### src/rtl/knn_vote_pkg.sv
// rtl/knn_vote_pkg.sv - shared knn defaults, vote FSM encoding and vote weight helper
package knn_vote_pkg;

  // Defaults shared with knn_core
  localparam int KNN_DATA_W      = 32;
  localparam int KNN_LABEL_W     = 8;
  localparam int KNN_N_NEIGHBOUR = 4;
  localparam int KNN_N_CLASSES   = 16;

  typedef enum logic [1:0] {
    ST_IDLE  = 2'd0,
    ST_COUNT = 2'd1,
    ST_SCAN  = 2'd2,
    ST_DONE  = 2'd3
  } vote_state_e;

  // Rank weight: nearest slot gets n_neighbour, farthest gets 1; flat 1 otherwise
  function automatic int vote_weight(input int slot, input int n_neighbour, input bit weighted);
    return weighted ? (n_neighbour - slot) : 1;
  endfunction

endpackage

### src/rtl/knn_vote_hist.sv
// rtl/knn_vote_hist.sv - per-class vote counters and first-occurrence slot table
module knn_vote_hist #(
  parameter int N_CLASSES  = 16,
  parameter int CNT_W      = 4,
  parameter int CLS_IDX_W  = 4,
  parameter int SLOT_IDX_W = 2
) (
  input  logic                  clk,
  input  logic                  rst,
  input  logic                  clr,
  input  logic                  inc_en,
  input  logic [CLS_IDX_W-1:0]  inc_idx,
  input  logic [CNT_W-1:0]      inc_w,
  input  logic [SLOT_IDX_W-1:0] inc_slot,
  input  logic [CLS_IDX_W-1:0]  rd_idx,
  output logic [CNT_W-1:0]      rd_cnt,
  output logic [SLOT_IDX_W-1:0] rd_first
);

  logic [CNT_W-1:0]      cnt   [N_CLASSES];
  logic [SLOT_IDX_W-1:0] first [N_CLASSES];

  // Clear on reset/accept; add weight and record the slot of a class's first vote
  always_ff @(posedge clk) begin
    if (rst || clr) begin
      for (int c = 0; c < N_CLASSES; c++) begin
        cnt[c]   <= '0;
        first[c] <= '0;
      end
    end else if (inc_en) begin
      cnt[inc_idx] <= cnt[inc_idx] + inc_w;
      if (cnt[inc_idx] == '0) begin
        first[inc_idx] <= inc_slot;
      end
    end
  end

  assign rd_cnt   = cnt[rd_idx];
  assign rd_first = first[rd_idx];

endmodule

### src/rtl/knn_vote.sv
// rtl/knn_vote.sv - majority-vote classifier over knn_core neighbour list; KNN_VOTE_WEIGHTED_EN selects rank-weighted votes
module knn_vote
  import knn_vote_pkg::*;
#(
  parameter int DATA_W      = KNN_DATA_W,
  parameter int LABEL_W     = KNN_LABEL_W,
  parameter int N_NEIGHBOUR = KNN_N_NEIGHBOUR,
  parameter int N_CLASSES   = KNN_N_CLASSES,
  parameter int CNT_W       = $clog2(N_NEIGHBOUR * (N_NEIGHBOUR + 1) / 2 + 1)
) (
  input  logic                                   clk,
  input  logic                                   rst,
  input  logic                                   start,
  input  logic [(DATA_W+LABEL_W)*N_NEIGHBOUR-1:0] neighbour_info,
  output logic                                   busy,
  output logic                                   done,
  output logic [LABEL_W-1:0]                     class_out,
  output logic [CNT_W-1:0]                       votes_out,
  output logic                                   no_vote
);

  localparam int SLOT_W     = DATA_W + LABEL_W;
  localparam int SLOT_IDX_W = (N_NEIGHBOUR > 1) ? $clog2(N_NEIGHBOUR) : 1;
  localparam int CLS_IDX_W  = (N_CLASSES > 1) ? $clog2(N_CLASSES) : 1;
  localparam logic [LABEL_W:0] NCLS_LBL = (LABEL_W + 1)'(N_CLASSES);
`ifdef KNN_VOTE_WEIGHTED_EN
  localparam bit WEIGHTED = 1'b1;
`else
  localparam bit WEIGHTED = 1'b0;
`endif

  vote_state_e state, state_nxt;

  logic [SLOT_W*N_NEIGHBOUR-1:0] info_q;
  logic [SLOT_IDX_W-1:0]         slot_cnt;
  logic [CLS_IDX_W-1:0]          cls_cnt;
  logic                          any_valid;
  logic [CNT_W-1:0]              best_cnt;
  logic [CLS_IDX_W-1:0]          best_cls;
  logic [SLOT_IDX_W-1:0]         best_first;

  logic                  accept, count_en, scan_en, out_en;
  logic [LABEL_W-1:0]    cur_label;
  logic [DATA_W-1:0]     cur_dist;
  logic                  slot_valid, label_ok;
  logic [CNT_W-1:0]      cur_w, rd_cnt;
  logic [SLOT_IDX_W-1:0] rd_first;
  logic                  replace;

  // The latch shifts down one slot per COUNT cycle, so slot 0 is always current
  assign cur_label  = info_q[LABEL_W-1:0];
  assign cur_dist   = info_q[SLOT_W-1:LABEL_W];
  assign slot_valid = (cur_dist != '1);
  assign label_ok   = ({1'b0, cur_label} < NCLS_LBL);
  assign cur_w      = CNT_W'(vote_weight(int'(slot_cnt), N_NEIGHBOUR, WEIGHTED));

  knn_vote_hist #(
    .N_CLASSES  (N_CLASSES),
    .CNT_W      (CNT_W),
    .CLS_IDX_W  (CLS_IDX_W),
    .SLOT_IDX_W (SLOT_IDX_W)
  ) u_hist (
    .clk      (clk),
    .rst      (rst),
    .clr      (accept),
    .inc_en   (count_en && slot_valid && label_ok),
    .inc_idx  (cur_label[CLS_IDX_W-1:0]),
    .inc_w    (cur_w),
    .inc_slot (slot_cnt),
    .rd_idx   (cls_cnt),
    .rd_cnt   (rd_cnt),
    .rd_first (rd_first)
  );

  // FSM state register
  always_ff @(posedge clk) begin
    if (rst) state <= ST_IDLE;
    else     state <= state_nxt;
  end

  // FSM next-state: fixed-length COUNT and SCAN phases
  always_comb begin
    state_nxt = state;
    case (state)
      ST_IDLE:  if (start) state_nxt = ST_COUNT;
      ST_COUNT: if (slot_cnt == SLOT_IDX_W'(N_NEIGHBOUR - 1)) state_nxt = ST_SCAN;
      ST_SCAN:  if (cls_cnt == CLS_IDX_W'(N_CLASSES - 1)) state_nxt = ST_DONE;
      default:  state_nxt = ST_IDLE;
    endcase
  end

  // FSM outputs: phase enables and busy
  always_comb begin
    accept   = (state == ST_IDLE) && start;
    count_en = (state == ST_COUNT);
    scan_en  = (state == ST_SCAN);
    out_en   = (state == ST_DONE);
    busy     = (state != ST_IDLE);
  end

  // Latch the list on accept and walk it slot by slot during COUNT
  always_ff @(posedge clk) begin
    if (rst) begin
      info_q    <= '0;
      slot_cnt  <= '0;
      any_valid <= 1'b0;
    end else if (accept) begin
      info_q    <= neighbour_info;
      slot_cnt  <= '0;
      any_valid <= 1'b0;
    end else if (count_en) begin
      info_q   <= info_q >> SLOT_W;
      slot_cnt <= slot_cnt + SLOT_IDX_W'(1);
      if (slot_valid) any_valid <= 1'b1;
    end
  end

  // Ties keep the class whose first vote came from the nearer slot
  assign replace = (rd_cnt > best_cnt) ||
                   ((rd_cnt == best_cnt) && (best_cnt != '0) && (rd_first < best_first));

  // Best-class tracker stepping through the histogram during SCAN
  always_ff @(posedge clk) begin
    if (rst || accept) begin
      cls_cnt    <= '0;
      best_cnt   <= '0;
      best_cls   <= '0;
      best_first <= '0;
    end else if (scan_en) begin
      cls_cnt <= cls_cnt + CLS_IDX_W'(1);
      if (replace) begin
        best_cnt   <= rd_cnt;
        best_cls   <= cls_cnt;
        best_first <= rd_first;
      end
    end
  end

  // Result registers and one-cycle done pulse
  always_ff @(posedge clk) begin
    if (rst) begin
      done      <= 1'b0;
      class_out <= '0;
      votes_out <= '0;
      no_vote   <= 1'b0;
    end else begin
      done <= out_en;
      if (out_en) begin
        class_out <= LABEL_W'(best_cls);
        votes_out <= best_cnt;
        no_vote   <= ~any_valid;
      end
    end
  end

endmodule

### config.mk
export PLATFORM = sky130hd
export DESIGN_NAME = knn_vote
export DESIGN_NICKNAME = d
export VERILOG_FILES = /design/src/rtl/knn_vote_pkg.sv /design/src/rtl/knn_vote_hist.sv /design/src/rtl/knn_vote.sv
export SDC_FILE = /design/constraint.sdc
export NUM_CORES = 1
export LEC_CHECK = 0
export BUFFER_PORTS_ARGS = -buffer_cell sky130_fd_sc_hd__buf_4
export CORE_UTILIZATION = 52
export CTS_CLUSTER_DIAMETER = 40
export DETAILED_ROUTE_END_ITERATION = 7
export PLACE_DENSITY = 0.75
export SYNTH_ARGS = -nofsm -noshare
export SYNTH_HDL_FRONTEND = slang
export SYNTH_SLANG_ARGS = --single-unit
### constraint.sdc
create_clock -name clk -period 3.55 [get_ports clk]
set_clock_uncertainty 0.1 [all_clocks]
set_input_delay 0.1775 -clock clk [delete_from_list [all_inputs] [get_ports clk]]
set_output_delay 0.1775 -clock clk [all_outputs]
set_load 0.005 [all_outputs]
==> out/qor.txt, run 1 <==
Fin. Hold Viols: 0
share of cells above drive strength 1: 19.9%
filler instances: 1,654
synth top area cells: dfxtp_1 30%, edfxtp_1 22%, mux2i_1 10%, mux4_2 8.0%, a211oi_1 6.9%
Die Y: 161 microns
critical path data arrival time: 3.67 ns
Yosys reg bits: 293
worst-path fanout max: 16
Synth top area share: 29.8%
core area: 0.0246 sq mm
Buffers & Inverters on Critical Path: 1
worst hold path type: in2reg
slew margin rel.: 16.1%
Slew Viols, Final: 0
Num CTS Buffers: 39
routed vias/inst: 5.89
post-layout util: 71.6%
most common cell after layout, fill and taps aside: nor2_1
hpwl dp: 22.7 mm
Die ar.: 0.0261 sq mm
# DRC: 0
antenna-violating nets left: 0
worst path cell trace: buf_12 > mux4_2 > mux4_2 > ha_1 > nor2b_1 > o211a_1 > nor4b_4 > a211o_2 > nand3_1 > a21oi_1
Syn Area/Cell: 10.5 sq um
share of total power in the clock network: 31.1%
switching part of the total: 34.0%
synthesis warning total: 0
sw power: 4220 uW
cell family with most CP delay: multiplexers
Die X: 161 microns
worst-margin pin slew: 1.26 ns
predominant post-synthesis flop cell: dfxtp_1
total clock sinks: 293
FP Rows: 57
gpl congestion: 0.899
Max Cap Violations: 0
Critical-path top delay cell: mux4_2
Worst Path Required: 3.88 ns
remaining global-route overflow: 0
1st-iter DRT viols: 1,043
Clock transition at path regs: 0.06 ns
Synth Instances: 1,260
most frequent cells in the layout: 237 x nor2_1, 197 x dfxtp_1, 190 x buf_4, 160 x dlygate4sd3_1, 135 x mux2i_1
Max Clock Freq: 299 MHz
Leak: 0.00657 uW
Synth area leader: dfxtp_1
Area Overhead vs Synth: 33.2%
logic gate share of total power: 30.2%
initial antenna violation count: 2
clock buffer depth: 3
Netlist cell types: 47
slowest stage delay, CP: 0.53 ns
port buffer count: 173
Seq pwr share: 38.6%
clock tree from TritonCTS: yes
most frequent CP cell: mux4_2
first-pass GRT wire length: 59.9 mm
Clock Latency Late Sink: 0.53 ns
post-CTS setup buffers: 0
unrepaired setup endpoints after global routing: false
Clock H-tree levels: 2
Critical Path End Type: register
Pre-antenna DRT Iters: 5
number of global-route vias before repair: 11,300
boundary pin count: 178
drt total wl: 38.4 mm
clk root buf: clkbuf_16
Nets: 1,723
Final period util: 94.2%
Post-synth ARST share: 0%
Tmin final: 3.34 ns
Final Setup Violations: 0
Crit Path Category: reg2reg
Pint: 8180 uW
Seq/Total Area, Yosys: 51.7%
EDFF count, synth: 96
Worst setup SP type: register
Max VDD drop: 0.625 mV
DR vias: 11,200
wire per inst: 20.2 microns
total track usage: 29.4%
pin count of the biggest net entering global routing: 281
TNS Setup: 0 ns
status: finished, final reports clean
Netlist Area Pre-Place: 0.0132 sq mm
PwrDens: 704 mW/mm^2
Initial Utilization: 53.7%
## power by group through the flow
| stage | combinational [uW] | clock, uW | sequential (uW) |
|---|---|---|---|
| final | 3750 | 3860 | 4790 |
| after CTS | 3630 | 3870 | 4750 |
| after global placement | 3390 | 0 | 4790 |
| after floorplan | 2690 | 0 | 4570 |
| after global routing | 4040 | 4030 | 4860 |
| after detailed placement | 3460 | 0 | 4810 |
## synth_stat cells (all sizes together) (5+ instances only)
master	instances
nor2	237
dfxtp	197
mux2i	135
a211oi	123
edfxtp	96
clkbuf	87
nand2	80
nand3	63
a21oi	54
mux4	47
o21ai	29
buf	24
ha	14
nand4	12
inv	10
nor3	9
nor2b	6
nand2b	5
## registers in the layout, summed over array words and instances, names as in the netlist, 2 cells and up, named ones only
signal        count
state             2
cls_cnt           4
best_cnt          4
best_first        2
votes_out         4
slot_cnt          2
info_q          160
class_out         4
u_hist.cnt       64
u_hist.first     32
best_cls          4
## metal layers
metal | global-route usage [%] | wire, microns | share of wire, % | up-vias
met4 | 13.1 | 1400 | 3.6 | 0
li1 | - | - | - | 5167
met5 | 0 | 0 | 0 | -
met1 | 37.8 | 15400 | 40 | 5363
met3 | 4.83 | 2710 | 7.1 | 113
met2 | 48.7 | 18800 | 49 | 564
## final cells by class
type | instances | area [sq um] | share of cell area [%]
tap | 324 | 405 | 2.30
multi-input combinational | 848 | 5950 | 33.8
inverter | 11 | 41.3 | 0.235
clock inverter | 25 | 254 | 1.44
timing repair buffer | 353 | 3090 | 17.5
clock buffer | 46 | 1030 | 5.87
sequential | 293 | 6830 | 38.8
antenna | 2 | 5.00 | 0.0284
## cell families after synthesis
kind of cell | after synthesis | share of synthesized area, %
compound gates | 214 | 10.7
mux | 182 | 18.2
flops | 293 | 51.7
xor+xnor | 6 | 0.597
other cells | 1 | 0.0284
fa+ha+maj | 14 | 1.33
simple gates | 428 | 13.8
buf+inv | 122 | 3.73
## final timing paths
check,cells after the start,endpoint,start,slack (ns)
max,10,best_cnt[2]$_SDFFE_PP0P_,register,0.21
min,4,best_cls[2]$_SDFFE_PP0P_,rst,0.12
max reg2reg,10,best_cnt[2]$_SDFFE_PP0P_,register,0.21
min reg2reg,1,no_vote$_SDFFE_PP0P_,any_valid$_SDFFE_PP0P_,0.33
## per-stage QoR
step / hold WS, ns / cells / power (uW) / worst slack [ns] / area [sq um]
CTS: 0.0986 / 1900 / 12300 / 0.0636 / 17600
global route: 0.135 / 1902 / 12900 / 0.00663 / 17600
floorplan: 0.214 / 1263 / 7270 / 0.00433 / 13200
global placement: 0.326 / 1669 / 8180 / 0.109 / 14700
finish: 0.119 / 1902 / 12400 / 0.207 / 17600
detailed placement: 0.330 / 1669 / 8270 / 0.0700 / 14700
## worst reg2reg max path, stage by stage, from the launching register on
cell	delay (ns)
dfxtp_1	0.37
buf_12	0.19
mux4_2	0.54
mux4_2	0.50
ha_1	0.30
nor2b_1	0.13
o211a_1	0.25
nor4b_4	0.35
a211o_2	0.27
nand3_1	0.11
a21oi_1	0.16
## what timing repair did
item / in CTS / in global routing
endpoints found under the setup margin: 0 / 10
hold endpoints to repair: 164 / 0
resized for setup: 0 / 4
hold buffers: 160 / 0
Power figures use the tool's default switching activity.
==> inputs of run 2 (changes only) <==
- CORE_MARGIN: not set -> 4
- HOLD_SLACK_MARGIN: not set -> 0.15
==> run 2 against run 1 <==
  * Flip-flop and latch count stayed put
  * Register-to-register slack worse by 0.07 ns
  * Non-clock buffer count up 29
  * Critical path type unchanged
  * Largest power group unchanged
==> out/qor.txt, run 2 (same netlist as run 1, synthesis figures left out) <==
Clock Latency Late Sink: 0.53 ns
Critical-path top delay cell: mux4_2
number of flip-flops under the largest register name: 160
hpwl dp: 23.2 mm
Fin. Hold Viols: 0
Largest Register: info_q
Clock H-tree levels: 2
port buffer count: 173
post-layout util: 71.8%
most frequent CP cell: mux4_2
clock buffer depth: 3
Die Y: 167 microns
status: finished, final reports clean
Reg2Reg Depth: 9
Leak: 0.00682 uW
reg-to-reg endpoint: best_cnt[1]$_SDFFE_PP0P_
worst hold path type: in2reg
wire per inst: 21.0 microns
core area: 0.0251 sq mm
reg-to-reg setup timing slack: 0.14 ns
DR vias: 11,600
worst-margin pin slew: 1.10 ns
clock tree from TritonCTS: yes
slew margin rel.: 26.6%
Max Cap Violations: 0
worst-path fanout max: 10
unrepaired setup endpoints after global routing: false
most frequent cells in the layout: 237 x nor2_1, 200 x buf_4, 196 x dfxtp_1, 180 x dlygate4sd3_1, 135 x mux2i_1
Worst Path Required: 3.88 ns
PwrDens: 720 mW/mm^2
top flop regs: info_q: 160 flops, u_hist.cnt: 64 flops, u_hist.first: 32 flops
worst hold endpoint: state[0]$_SDFFE_PP0P_
share of cells above drive strength 1: 20.4%
Critical Path End Type: register
boundary pin count: 178
critical path data arrival time: 3.74 ns
worst path cell trace: buf_4 > mux4_2 > mux4_2 > ha_1 > and2_1 > nor4b_2 > a211o_2 > nand3_1 > a21oi_1
Die ar.: 0.0280 sq mm
remaining global-route overflow: 0
Die X: 167 microns
# DRC: 0
Crit Path Category: reg2reg
Initial Utilization: 52.6%
hold path start: start
slowest stage delay, CP: 0.53 ns
Nets: 1,754
clk root buf: clkbuf_16
Final Setup Violations: 0
Area Overhead vs Synth: 36.5%
drt total wl: 40.9 mm
Max VDD drop: 0.682 mV
routed vias/inst: 5.93
Clock transition at path regs: 0.06 ns
first-pass GRT wire length: 63.3 mm
FP Rows: 58
1st-iter DRT viols: 1,336
Num CTS Buffers: 41
initial antenna violation count: 6
Max Clock Freq: 293 MHz
Slew Viols, Final: 0
Final period util: 96.0%
hold path depth: 5
gpl congestion: 0.939
total track usage: 28.0%
Final WS setup: 0.142 ns
antenna-violating nets left: 0
pin count of the biggest net entering global routing: 262
most common cell after layout, fill and taps aside: nor2_1
Worst setup SP type: register
number of global-route vias before repair: 11,700
Pre-antenna DRT Iters: 7
pre-CTS setup slack: -0.0644 ns
total clock sinks: 293
Tmin final: 3.41 ns
[run 2: cell types whose count changed in the layout (fill, tap and decap cells not counted), sizes merged]
cell / change
buf: +9
clkinvlp: -5
dlygate4sd3: +20
clkbuf: +6
clkinv: +1
diode: +5
bufinv: +3
[run 2: critical path, delay by kind of cell, from the launching register on]
| family | cells | cell delay, ns |
|---|---|---|
| multiplexers | 2 | 1.04 |
| buffers and inverters | 1 | 0.21 |
| adder cells (fa/ha/maj) | 1 | 0.33 |
| AO/OA/AOI/OAI | 2 | 0.45 |
| flip-flops | 1 | 0.44 |
| AND/OR/NAND/NOR | 3 | 0.74 |
[run 2: report_power, final]
part           switching, uW  total, uW  internal [uW]
Combinational           2200       3870           1670
Sequential               551       4810           4260
Clock                   1560       4300           2740
[run 2: layout make-up]
type                    count  area [sq um]
inverters                  11          41.3
clock inverters            24           307
repair buffers            382          3340
multi-input cells         848          5940
diodes                      7          17.5
fillers                  1669          7080
flip-flops and latches    293          6830
clock buffers              52          1140
well taps                 330           413
[run 2: what timing repair did]
item	CTS	global route
buffers inserted	0	0
setup endpoints to repair	10	10
hold buffers	180	0
endpoints found under the hold margin	175	0
pin swaps	0	1
gates resized for setup	1	3
[run 2: how the worst max path moves through the flow]
stage	slack, ns	to	cells after the start
3_3_place_gp	0.07	best_cls[2]$_SDFFE_PP0P_	11
3_5_place_dp	-0.06	best_cnt[1]$_SDFFE_PP0P_	9
2_1_floorplan	0.004	best_cnt[1]$_SDFFE_PP0P_	12
5_1_grt	0.005	u_hist.first[1][1]$_SDFFCE_PN0P_	8
6_report	0.14	best_cnt[1]$_SDFFE_PP0P_	9
4_1_cts	0.01	best_cnt[1]$_SDFFE_PP0P_	9
[run 2: layer usage]
metal	track usage, %	up-vias	routed length, microns
met3	5.34	131	3110
met1	34.8	5589	15800
met4	11.1	0	1600
met5	0	-	0
met2	48.3	591	20400
li1	-	5244	-
[run 2: per-stage QoR]
stage	power, uW	TNS (ns)	area, sq um	hold slack, ns	instances
after floorplan	7270	0	13200	0.214	1263
after CTS	12800	0	18000	0.189	1940
after global routing	13500	0	18000	0.271	1946
after global placement	8190	0	14800	0.325	1684
after detailed placement	8290	-0.229	14800	0.332	1684
final	13000	0	18000	0.219	1947
==> inputs of run 3 (changes only) <==
- CORE_MARGIN: 4 -> 2
- CORE_UTILIZATION: 52 -> 42
- PLACE_DENSITY: 0.75 -> 0.63
- SETUP_SLACK_MARGIN: not set -> 0.1
==> run 3 against run 2 <==
  * Power fell by 0.75%
  * Sequential share of layout area rose by 0.079 points
  * Largest power group unchanged
  * Wire length down 7.5%
  * Sequential power fell by 1%
  * Largest cell class unchanged
  * Highest routed layer unchanged
  * First-iteration DRC count shrank 33%
  * Die area rose by 17%
  * Maximum frequency rose by 4.5%
  * Setup slack improved by 0.15 ns
==> out/qor.txt, run 3 (same netlist as run 1, synthesis figures left out) <==
status: finished, final reports clean
Area Overhead vs Synth: 36.2%
initial antenna violation count: 3
logic gate share of total power: 29.5%
Final period util: 91.8%
1st-iter DRT viols: 892
Tmin final: 3.26 ns
unrepaired setup endpoints after global routing: false
Worst Path Required: 3.85 ns
Reg2Reg Depth: 10
Final Setup Violations: 0
Clock transition at path regs: 0.05 ns
Nets: 1,740
share of cells above drive strength 1: 20.8%
Crit Path Category: reg2reg
total clock sinks: 293
Fin. Hold Viols: 0
clock buffer depth: 3
worst hold endpoint: state[1]$_SDFFE_PP0P_
Num CTS Buffers: 42
clock tree from TritonCTS: yes
total track usage: 22.5%
boundary pin count: 178
post-layout util: 58.5%
Leak: 0.00672 uW
first-pass GRT wire length: 58.9 mm
reg-to-reg endpoint: best_cnt[3]$_SDFFE_PP0P_
Worst setup SP type: register
gpl congestion: 0.899
Critical Path End Type: register
Seq pwr share: 37.0%
top flop regs: info_q: 160 flops, u_hist.cnt: 64 flops, u_hist.first: 32 flops
reg-to-reg setup timing slack: 0.29 ns
Initial Utilization: 43.0%
Max Cap Violations: 0
remaining global-route overflow: 0
Die ar.: 0.0329 sq mm
Die Y: 181 microns
share of total power in the clock network: 33.6%
Clock Latency Late Sink: 0.53 ns
drt total wl: 37.8 mm
Pre-antenna DRT Iters: 5
# DRC: 0
most frequent cells in the layout: 237 x nor2_1, 200 x buf_4, 196 x dfxtp_1, 163 x dlygate4sd3_1, 135 x mux2i_1
slew margin rel.: 32.9%
number of global-route vias before repair: 10,900
Max Clock Freq: 307 MHz
Area after DPL: 0.0149 sq mm
number of flip-flops under the largest register name: 160
FP Rows: 64
most common cell after layout, fill and taps aside: nor2_1
DR vias: 10,900
pin count of the biggest net entering global routing: 191
Max VDD drop: 0.624 mV
sw power: 4240 uW
antenna-violating nets left: 0
core area: 0.0307 sq mm
critical path data arrival time: 3.56 ns
Layout Cells excl Fill: 1,996
routed vias/inst: 5.48
worst-path fanout max: 10
hold path depth: 5
switching part of the total: 32.9%
worst hold path type: in2reg
Slew Viols, Final: 0
Largest Register: info_q
Design Area, Final: 0.0180 sq mm
PwrDens: 716 mW/mm^2
worst-margin pin slew: 1.01 ns
TNS Setup: 0 ns
wire per inst: 18.9 microns
hpwl dp: 24.3 mm
Cell Count Post-Placement: 1,750
hold path start: start
Die X: 181 microns
Pint: 8640 uW
clk root buf: clkbuf_16
port buffer count: 173
Clock H-tree levels: 2
==> run 3: metrics by stage <==
| step | hold WS (ns) | setup WS [ns] | total power (uW) |
|---|---|---|---|
| after floorplan | 0.214 | 0.104 | 7280 |
| after global routing | 0.212 | 0.114 | 13500 |
| after detailed placement | 0.333 | 0.0219 | 8390 |
| final | 0.201 | 0.290 | 12900 |
| after CTS | 0.181 | 0.232 | 12900 |
| after global placement | 0.325 | 0.183 | 8320 |
==> run 3: what timing repair did <==
item,4_1_cts,5_1_grt
hold buffers,163,0
gates resized for setup,2,2
hold endpoints to repair,176,0
setup endpoints to repair,10,16
pin swaps,0,1
setup buffers,0,2
==> run 3: cell type report <==
type                            instances  area (sq um)
Timing Repair Buffer                  367          3200
Fill cell                            2532         12800
Clock buffer                           49          1100
Sequential cell                       293          6830
Clock inverter                         28           359
Inverter                               11          41.3
Antenna cell                            4          10.0
Multi-Input combinational cell        848          5960
Tap cell                              396           495
==> run 3: power groups by stage <==
| stage | Combinational (uW) | Clock [uW] | Sequential, uW |
|---|---|---|---|
| 2_1_floorplan | 2700 | 0 | 4570 |
| 3_3_place_gp | 3520 | 0 | 4800 |
| 3_5_place_dp | 3580 | 0 | 4820 |
| 4_1_cts | 3750 | 4380 | 4750 |
| 5_1_grt | 4110 | 4530 | 4850 |
| 6_report | 3790 | 4330 | 4760 |
==> run 3: worst max-delay path: stages, from the launching register on <==
cell and delay (ns):
dfxtp_2 0.43, mux4_2 0.53, mux4_2 0.53, ha_1 0.32, nor2b_1 0.14, o211a_1 0.27, nor4b_4 0.32, a211oi_2 0.07
buf_4 0.17, o21ai_0 0.17, a21oi_1 0.09
==> run 3: worst max-delay path by stage <==
stage	startpoint	endpoint	slack, ns
6_report	register	best_cnt[3]$_SDFFE_PP0P_	0.29
5_1_grt	register	best_cls[0]$_SDFFE_PP0P_	0.11
4_1_cts	register	best_cnt[3]$_SDFFE_PP0P_	0.23
3_5_place_dp	register	best_cls[3]$_SDFFE_PP0P_	0.02
3_3_place_gp	register	best_cnt[0]$_SDFFE_PP0P_	0.18
2_1_floorplan	register	best_cnt[1]$_SDFFE_PP0P_	0.10
==> run 3: metal layers <==
| layer | track usage (%) | part of all wire (%) |
|---|---|---|
| met1 | 28.9 | 41 |
| met2 | 37.6 | 48 |
| met3 | 4.67 | 7.2 |
| met4 | 7.97 | 3.3 |
| met5 | 0 | 0 |
